--- config.mk ---
export PLATFORM = sky130hd
export DESIGN_NAME = ext_irq_controller
export DESIGN_NICKNAME = d
export VERILOG_FILES = /design/src/rtl/ext_irq_controller_pkg.sv /design/src/rtl/irq_prio_enc.sv /design/src/rtl/ext_irq_controller.sv
export SDC_FILE = /design/constraint.sdc
export NUM_CORES = 1
export LEC_CHECK = 0
export ABC_AREA = 1
export ABC_CLOCK_PERIOD_IN_PS = 1260
export CORE_UTILIZATION = 40
export CTS_CLUSTER_DIAMETER = 40
export DETAILED_ROUTE_END_ITERATION = 10
export PLACE_DENSITY = 0.67
export SETUP_SLACK_MARGIN = 0.5
export SYNTH_ARGS = -nofsm -noshare
export SYNTH_HDL_FRONTEND = slang
export SYNTH_SLANG_ARGS = --single-unit
export TNS_END_PERCENT = 1
--- constraint.sdc ---
create_clock -name gclk -period 1.26 [get_ports gclk]
set_input_delay 0.189 -clock gclk [delete_from_list [all_inputs] [get_ports gclk]]
set_output_delay 0.189 -clock gclk [all_outputs]
set_load 0.03 [all_outputs]
--- src/rtl/ext_irq_controller_pkg.sv ---
`default_nettype none
// ============================================================================
//  Module      : ext_irq_controller_pkg
//  Description : Shared encodings and default sizing for the external
//                interrupt controller.
//  Revision    : 1.0 - initial release
// ============================================================================
package ext_irq_controller_pkg;

    // Default sizing: ID width must equal clog2 of the line count
    localparam int DEF_N_IRQ = 8;
    localparam int DEF_ID_W  = 3;

    // Handshake state encoding, 2 bits
    typedef enum logic [1:0] {
        IRQ_IDLE    = 2'd0,
        IRQ_REQ     = 2'd1,
        IRQ_SERVICE = 2'd2
    } irq_state_e;

endpackage : ext_irq_controller_pkg
`default_nettype wire

--- src/rtl/irq_prio_enc.sv ---
`default_nettype none
// ============================================================================
//  Module      : irq_prio_enc
//  Description : Combinational fixed-priority encoder, lowest index wins.
//  Revision    : 1.0 - initial release
// ============================================================================
module irq_prio_enc #(
    parameter int N_IRQ = 8,
    parameter int ID_W  = 3
) (
    input  logic [N_IRQ-1:0] req_vec,
    output logic             any,
    output logic [ID_W-1:0]  idx
);

    // Scan from the top down so the lowest set index is the last one written
    always_comb begin
        any = 1'b0;
        idx = '0;
        for (int i = N_IRQ - 1; i >= 0; i--) begin
            if (req_vec[i]) begin
                any = 1'b1;
                idx = ID_W'(i);
            end
        end
    end

endmodule : irq_prio_enc
`default_nettype wire

--- src/rtl/ext_irq_controller.sv ---
`default_nettype none
// ============================================================================
//  Module      : ext_irq_controller
//  Description : Synchronises N external interrupt pins, captures rising edges
//                as pending bits, selects one enabled line by fixed priority
//                and presents it to the core via an irq/ack/eoi handshake.
//  Revision    : 1.0 - initial release
// ============================================================================
module ext_irq_controller
    import ext_irq_controller_pkg::*;
#(
    parameter int N_IRQ = DEF_N_IRQ,
    parameter int ID_W  = DEF_ID_W
) (
    input  logic             gclk,
    input  logic             rst,
    input  logic [N_IRQ-1:0] irq_in,
    input  logic [N_IRQ-1:0] irq_en,
    output logic             irq,
    output logic [ID_W-1:0]  irq_id,
    input  logic             irq_ack,
    input  logic             irq_eoi,
    output logic             in_service,
    output logic [N_IRQ-1:0] pending
);

    logic [N_IRQ-1:0] sync1_q;
    logic [N_IRQ-1:0] sync2_q;
    logic [N_IRQ-1:0] hist_q;
    logic [N_IRQ-1:0] edge_w;

    logic [N_IRQ-1:0] pending_q, pending_d;
    logic [N_IRQ-1:0] clr_w;
    logic             irq_q, irq_d;
    logic [ID_W-1:0]  irq_id_q, irq_id_d;
    logic             in_service_q, in_service_d;
    irq_state_e       state_q, state_d;

    logic             sel_any_w;
    logic [ID_W-1:0]  sel_idx_w;

    // Two-flop synchroniser plus a history flop for rising-edge detection
    always_ff @(posedge gclk or negedge rst) begin
        if (!rst) begin
            sync1_q <= '0;
            sync2_q <= '0;
            hist_q  <= '0;
        end else begin
            sync1_q <= irq_in;
            sync2_q <= sync1_q;
            hist_q  <= sync2_q;
        end
    end

    assign edge_w = sync2_q & ~hist_q;

    // Only enabled pending lines compete; masked lines still accumulate
    irq_prio_enc #(
        .N_IRQ (N_IRQ),
        .ID_W  (ID_W)
    ) u_prio_enc (
        .req_vec (pending_q & irq_en),
        .any     (sel_any_w),
        .idx     (sel_idx_w)
    );

    // Handshake next-state and pending update; a new edge beats a same-cycle clear
    always_comb begin
        state_d      = state_q;
        irq_d        = irq_q;
        irq_id_d     = irq_id_q;
        in_service_d = in_service_q;
        clr_w        = '0;

        case (state_q)
            IRQ_IDLE: begin
                if (sel_any_w) begin
                    irq_id_d = sel_idx_w;
                    irq_d    = 1'b1;
                    state_d  = IRQ_REQ;
                end
            end
            IRQ_REQ: begin
                // irq_id is frozen here: no preemption, enable changes ignored
                if (irq_ack) begin
                    clr_w[irq_id_q] = 1'b1;
                    irq_d           = 1'b0;
                    in_service_d    = 1'b1;
                    state_d         = IRQ_SERVICE;
                end
            end
            IRQ_SERVICE: begin
                if (irq_eoi) begin
                    in_service_d = 1'b0;
                    state_d      = IRQ_IDLE;
                end
            end
            default: begin
                irq_d        = 1'b0;
                in_service_d = 1'b0;
                state_d      = IRQ_IDLE;
            end
        endcase

        pending_d = (pending_q & ~clr_w) | edge_w;
    end

    // Handshake and pending state registers
    always_ff @(posedge gclk or negedge rst) begin
        if (!rst) begin
            state_q      <= IRQ_IDLE;
            irq_q        <= 1'b0;
            irq_id_q     <= '0;
            in_service_q <= 1'b0;
            pending_q    <= '0;
        end else begin
            state_q      <= state_d;
            irq_q        <= irq_d;
            irq_id_q     <= irq_id_d;
            in_service_q <= in_service_d;
            pending_q    <= pending_d;
        end
    end

    assign irq        = irq_q;
    assign irq_id     = irq_id_q;
    assign in_service = in_service_q;
    assign pending    = pending_q;

endmodule : ext_irq_controller
`default_nettype wire
Yosys cells after proc, flatten, opt, wreduce, memory -nomap -nowiden
Index checks and enable logic that the tools add are counted.
{ "totals": {"regBits": 39, "in_bits": 20, "out_inout_bits": 13, "wordCells": 59} }
{ "classes": {"n_lt_le_gt_ge": 2, "eq_ne": 5, "n_mux": 30, "bitwise": 8, "reduce_logical": 6} }
{ "ops": {"columns": ["cell", "n"], "rows": [
  ["bitwise AND 8 bit", 3],
  ["two-way mux 3 bit", 8],
  ["two-way mux 8 bit", 2],
  ["inverter 8 bit", 2],
  ["two-way mux 1 bit", 13],
  ["AND reduction 3 bit", 3],
  ["bitwise OR 8 bit", 1],
  ["two-way mux 2 bit", 3],
  ["inequality test 2 bit, second input constant", 3],
  ["one-hot mux 1 bit (3 select lines)", 2],
  ["one-hot mux 2 bit (3 select lines)", 1],
  ["< comparator 3 x 4 -> 1 bit, second input constant", 1],
  ["demux 1 bit (select 3 bit)", 1],
  [">= comparator 3 x 1 -> 1 bit, second input constant", 1],
  ["== test 2 x 1 -> 1 bit, second input constant", 1],
  ["== test 2 bit, second input constant", 1],
  ["zero test 2 bit", 1],
  ["inverter 1 bit", 2],
  ["AND reduction 2 bit", 1],
  ["logical AND 1 bit", 1]
]} }

Longest topological paths before layout
{ "logic_depth": {"ltp_word": 11, "depth_mapped": 10, "ltp_nobuf": 10} }

Modules after synthesis
From an unflattened synthesis, not the netlist that was laid out.
{ "hier_totals": {"cells_unflattened": 145, "hier_area_um2": 1441.4} }
{ "modules_own_cells": {"columns": ["module", "n_inst", "cells_per_inst", "area_each_um2", "seq_area_each_um2"], "rows": [
  ["ext_irq_controller", 1, 123, 1342.5, 975.9],
  ["irq_prio_enc", 1, 22, 98.8, 0.0]
]} }

Worst setup path after synthesis
No wires, ideal clock.
{ "synth_path": {"path_kind": "register to register", "startpoint": "reg pending_q[1] (netlist: pending[1])", "endpoint": "reg irq_id_q[1] (netlist: irq_id[1])", "t_arrival_ns": 1.098, "path_slack_ns": 0.044, "stages_incl_launch_ff": 8, "period_less_slack_ns": 1.216, "cell_sequence": "dfrtp_1 > nand2_1 > nand2_1 > nor2_2 > nand2_2 > nand2_2 > nand3b_1 > nand2_1"} }
{ "synth_between": {"elab_chain_cells": 4} }
{ "synth_lines": {"columns": ["element", "line", "rtl"], "rows": [
  ["from (decl)", "ext_irq_controller.sv:32", "logic [N_IRQ-1:0] pending_q, pending_d;"],
  ["from (signal assigned)", "ext_irq_controller.sv:121", "pending_q <= pending_d;"],
  ["bitwise AND 8 bit *", "ext_irq_controller.sv:62", ".req_vec (pending_q & irq_en),"],
  ["two-way mux 1 bit (2 in series)", "irq_prio_enc.sv:21", "if (req_vec[i]) begin"],
  ["AND reduction 2 bit (no line)", null, null],
  ["to (signal assigned)", "ext_irq_controller.sv:119", "irq_id_q <= irq_id_d;"],
  ["to (decl)", "ext_irq_controller.sv:35", "logic [ID_W-1:0] irq_id_q, irq_id_d;"]
]} }
Every way passes the cells marked *; elsewhere a longest branch is shown, timed or not.
A chain may end at the register's enable or synchronous reset.

Final worst setup path
{ "layout_path": {"startpoint": "reg state_q[1]", "endpoint": "reg pending_q[6] (netlist: pending[6])"} }
{ "layout_between": {"elab_chain_cells": 5} }
{ "layout_lines": {"columns": ["element", "line", "rtl"], "rows": [
  ["from (decl)", "ext_irq_controller.sv:37", "irq_state_e state_q, state_d;"],
  ["from (signal assigned)", "ext_irq_controller.sv:117", "state_q <= state_d;"],
  ["== test 2 x 1 -> 1 bit", "ext_irq_controller.sv:75", "case (state_q)"],
  ["two-way mux 8 bit", "ext_irq_controller.sv:75", null],
  ["inverter 8 bit", "ext_irq_controller.sv:105", "pending_d = (pending_q & ~clr_w) | edge_w;"],
  ["bitwise AND 8 bit", "ext_irq_controller.sv:105", null],
  ["bitwise OR 8 bit", "ext_irq_controller.sv:105", null],
  ["via pending_d[6]", "ext_irq_controller.sv:32", null]
]} }
The timed path passes the listed nets, and every way through them passes these cells.

==> summary.md <==
| Metric | Value |
|---|---|
| Status | finished, violations left |
| Violated checks | hold timing |
| Reg2reg start | state_q[1]$_DFFE_PN0P_ |
| CP arrival | 1.42 ns |
| Antenna violations before repair | 0 |
| Commonest non-fill, non-tap cell in the layout | dfrtp_1 |
| Mapped Cells | roughly 130 |
| Yosys warns | 0 |
| Crit start category | flip-flop |
| CTS Buffer Depth | 2 |
| I/O Pins | 33 |
| Power per cell area | a little over 2000 mW/mm2 |
| Syn Nets | roughly 150 |
| Achievable frequency | ~0.85 GHz |
| Most frequent cells in the layout | 31 x dfrtp_1, 24 x nand2_1, 18 x inv_1, 18 x clkdlybuf4s50_1, 15 x buf_4 |
| Nets@finish | 199 |
| Die Area | 0.00365 mm2 |
| HPWL after DPL | about 1900 um |
| CP Launch Point | state_q[1]$_DFFE_PN0P_ |
| Starting DRC count in detailed routing | 45 |
| Vias in the first global route | 938 |
| Starting Density | a little over two fifths |
| P&R area growth vs syn | 45.3% |
| Final worst setup slack | roughly 0.09 ns |
| Share of layout cells above drive strength 1 | a little over a third |
| Required @ worst endpoint | ~1.5 ns |
| CTS tree | done |
| FF+latch count, synth | 39 |
| Sequential share of the synthesized area | 71.4% |
| Worst Hold Class | in2async |
| Clock transition at path regs | ~0.12 ns |
| Largest fanout on the critical path | 4 |
| Largest net degree at the start of global routing | 24 |
| R2R cell count | 4 |
| Max Slew Vio Count | 0 |
| Netlist Area Pre-Place | 0.00137 mm2 |
| Slew HR | 72.1% |
| Global route overflow | 0 |
| Avg Cell Area, Syn | between 10 and 15 um2 |
| RSZ-0062 raised after global routing | true |
| Reg2reg end | pending[6]$_DFF_PN0_ |
| Die width | between 60 and 70 um |
| Least-Margin Pin Slew | 0.419 ns |
| Final setup vio count | 0 |
| First-pass GRT wire length | roughly 4100 um |
| Via count | between 1000 and 1500 |
| Unique masters post-synth | 12 |
| Max-cap viol count | 0 |
| Fillers | between 200 and 300 |
| CP Class | reg2reg |
| TritonRoute pass-1 iters | 4 |
| H-Tree Depth | 2 |
| FP Rows | 20 |
| CP endpoint kind | flip-flop |
| Total wire length | around 2600 um |
| DRC Markers | 0 |
| Routed wire per std cell | about 12 um |
| Antenna-violating nets left | 0 |
| All-Layer GR Usage | between 15 and 20% |
| Antenna cells | 0 |
| Worst-skew pair later-pin latency | approximately 0.35 ns |
| Reg2Reg Setup Slack | between 0.09 and 0.1 ns |
| Final period utilization | between 90 and 100% |
| Drt via density | between 4 and 5 |
| Util after Layout | between 60% and 70% |
| Tmin final | approximately 1.2 ns |
| Core ar. | ~0.0032 mm2 |
| Clock skew | between 0.01 and 0.015 ns |
| Fin. Hold Viols | 16 |
| Num CTS Buffers | 5 |
| Hold WS | -0.255 ns |
| LEAKAGE | between 0.0009 and 0.001 uW |
| Cell chosen for the clock root | clkbuf_4 |
| CTS Sinks | 39 |
| Pre-CTS setup slack | -0.151 ns |
| Die span in y | about 60 um |
| Routability cong. | ~0.8 |
| Max VDD drop | about 1.0 mV |
| IO buf count | 32 |
power by group:
group	leakage [uW]	switching [uW]	internal, uW
clock	0.0000458	431	428
combinational	0.000467	868	632
sequential	0.000436	161	1470
total	0.000949	1460	2530
cell type report:
cell class	instances	area [um2]	area share (%)
flip-flops and latches	39	986	49.7
repair buffers	45	418	21.0
multi-input cells	70	374	18.8
inverters	18	67.6	3.40
well taps	44	55.1	2.77
clock inverters	3	47.5	2.39
clock buffers	5	37.5	1.89
repair_timing:
action	4_1_cts	5_1_grt
pin swaps	4	4
hold endpoints to repair	16	16
gates resized for setup	53	7
endpoints found under the setup margin	28	28
buffers inserted	5	5
registers in the layout, summed over array words and instances, names as in the netlist:
signal and count:
hist_q 8, irq 1, sync1_q 8, irq_id 3
state_q 2, pending 8, sync2_q 8, in_service 1
metal layers:
| metal | track usage [%] | wire, um | vias up |
|---|---|---|---|
| li1 | - | - | 498 |
| met1 | 19.2 | 1100 | 475 |
| met2 | 26.8 | 1330 | 26 |
| met3 | 4.69 | 132 | 6 |
| met4 | 8.77 | 57 | 0 |
| met5 | 0 | 0 | - |
worst max-delay path, stage by stage, from the launching register on:
cell     delay (ns)
dfrtp_1        0.46
nor3_4         0.25
nand2_2        0.14
o21ai_1        0.16
o21ai_1        0.08
cells by family (layout without fill, tap and decap cells):
logic type | after synthesis | after routing | synth area share [%]
AND/OR/NAND/NOR | 48 | 48 | 15.3
flip-flops | 39 | 39 | 71.4
AO/OA/AOI/OAI | 22 | 22 | 8.33
buffers and inverters | 18 | 71 | 4.94
metrics by stage:
stage	cells	cell area [um2]	total power [uW]	TNS (ns)	hold WS, ns
final	224	1990	3990	0	-0.255
after global routing	224	1990	4240	0	-0.261
after CTS	219	1930	3920	0	-0.257
after detailed placement	206	1760	2890	-1.30	0.152
after global placement	206	1760	2860	-1.17	0.144
after floorplan	127	1380	2390	0	-0.107
worst max path at each step:
| stage | to | cells past startpoint |
|---|---|---|
| finish | pending[6]$_DFF_PN0_ | 4 |
| global route | pending[5]$_DFF_PN0_ | 4 |
| CTS | pending[6]$_DFF_PN0_ | 5 |
| detailed placement | pending[0]$_DFF_PN0_ | 6 |
| global placement | pending[6]$_DFF_PN0_ | 6 |
| floorplan | irq_id[1]$_DFFE_PN0P_ | 7 |
synth_stat cells:
cell / instances / area, um2
a21oi_1: 1 / 5.00
o21ai_0: 4 / 20.0
nand3b_1: 1 / 7.51
nand2_1: 34 / 128
nor2_2: 1 / 6.26
inv_1: 18 / 67.6
nand2_2: 4 / 25.0
o21ai_1: 16 / 80.1
a31o_2: 1 / 8.76
nor2_1: 7 / 26.3
nor3_4: 1 / 16.3
dfrtp_1: 39 / 976
Note: power is estimated with default switching activity, not from simulation.
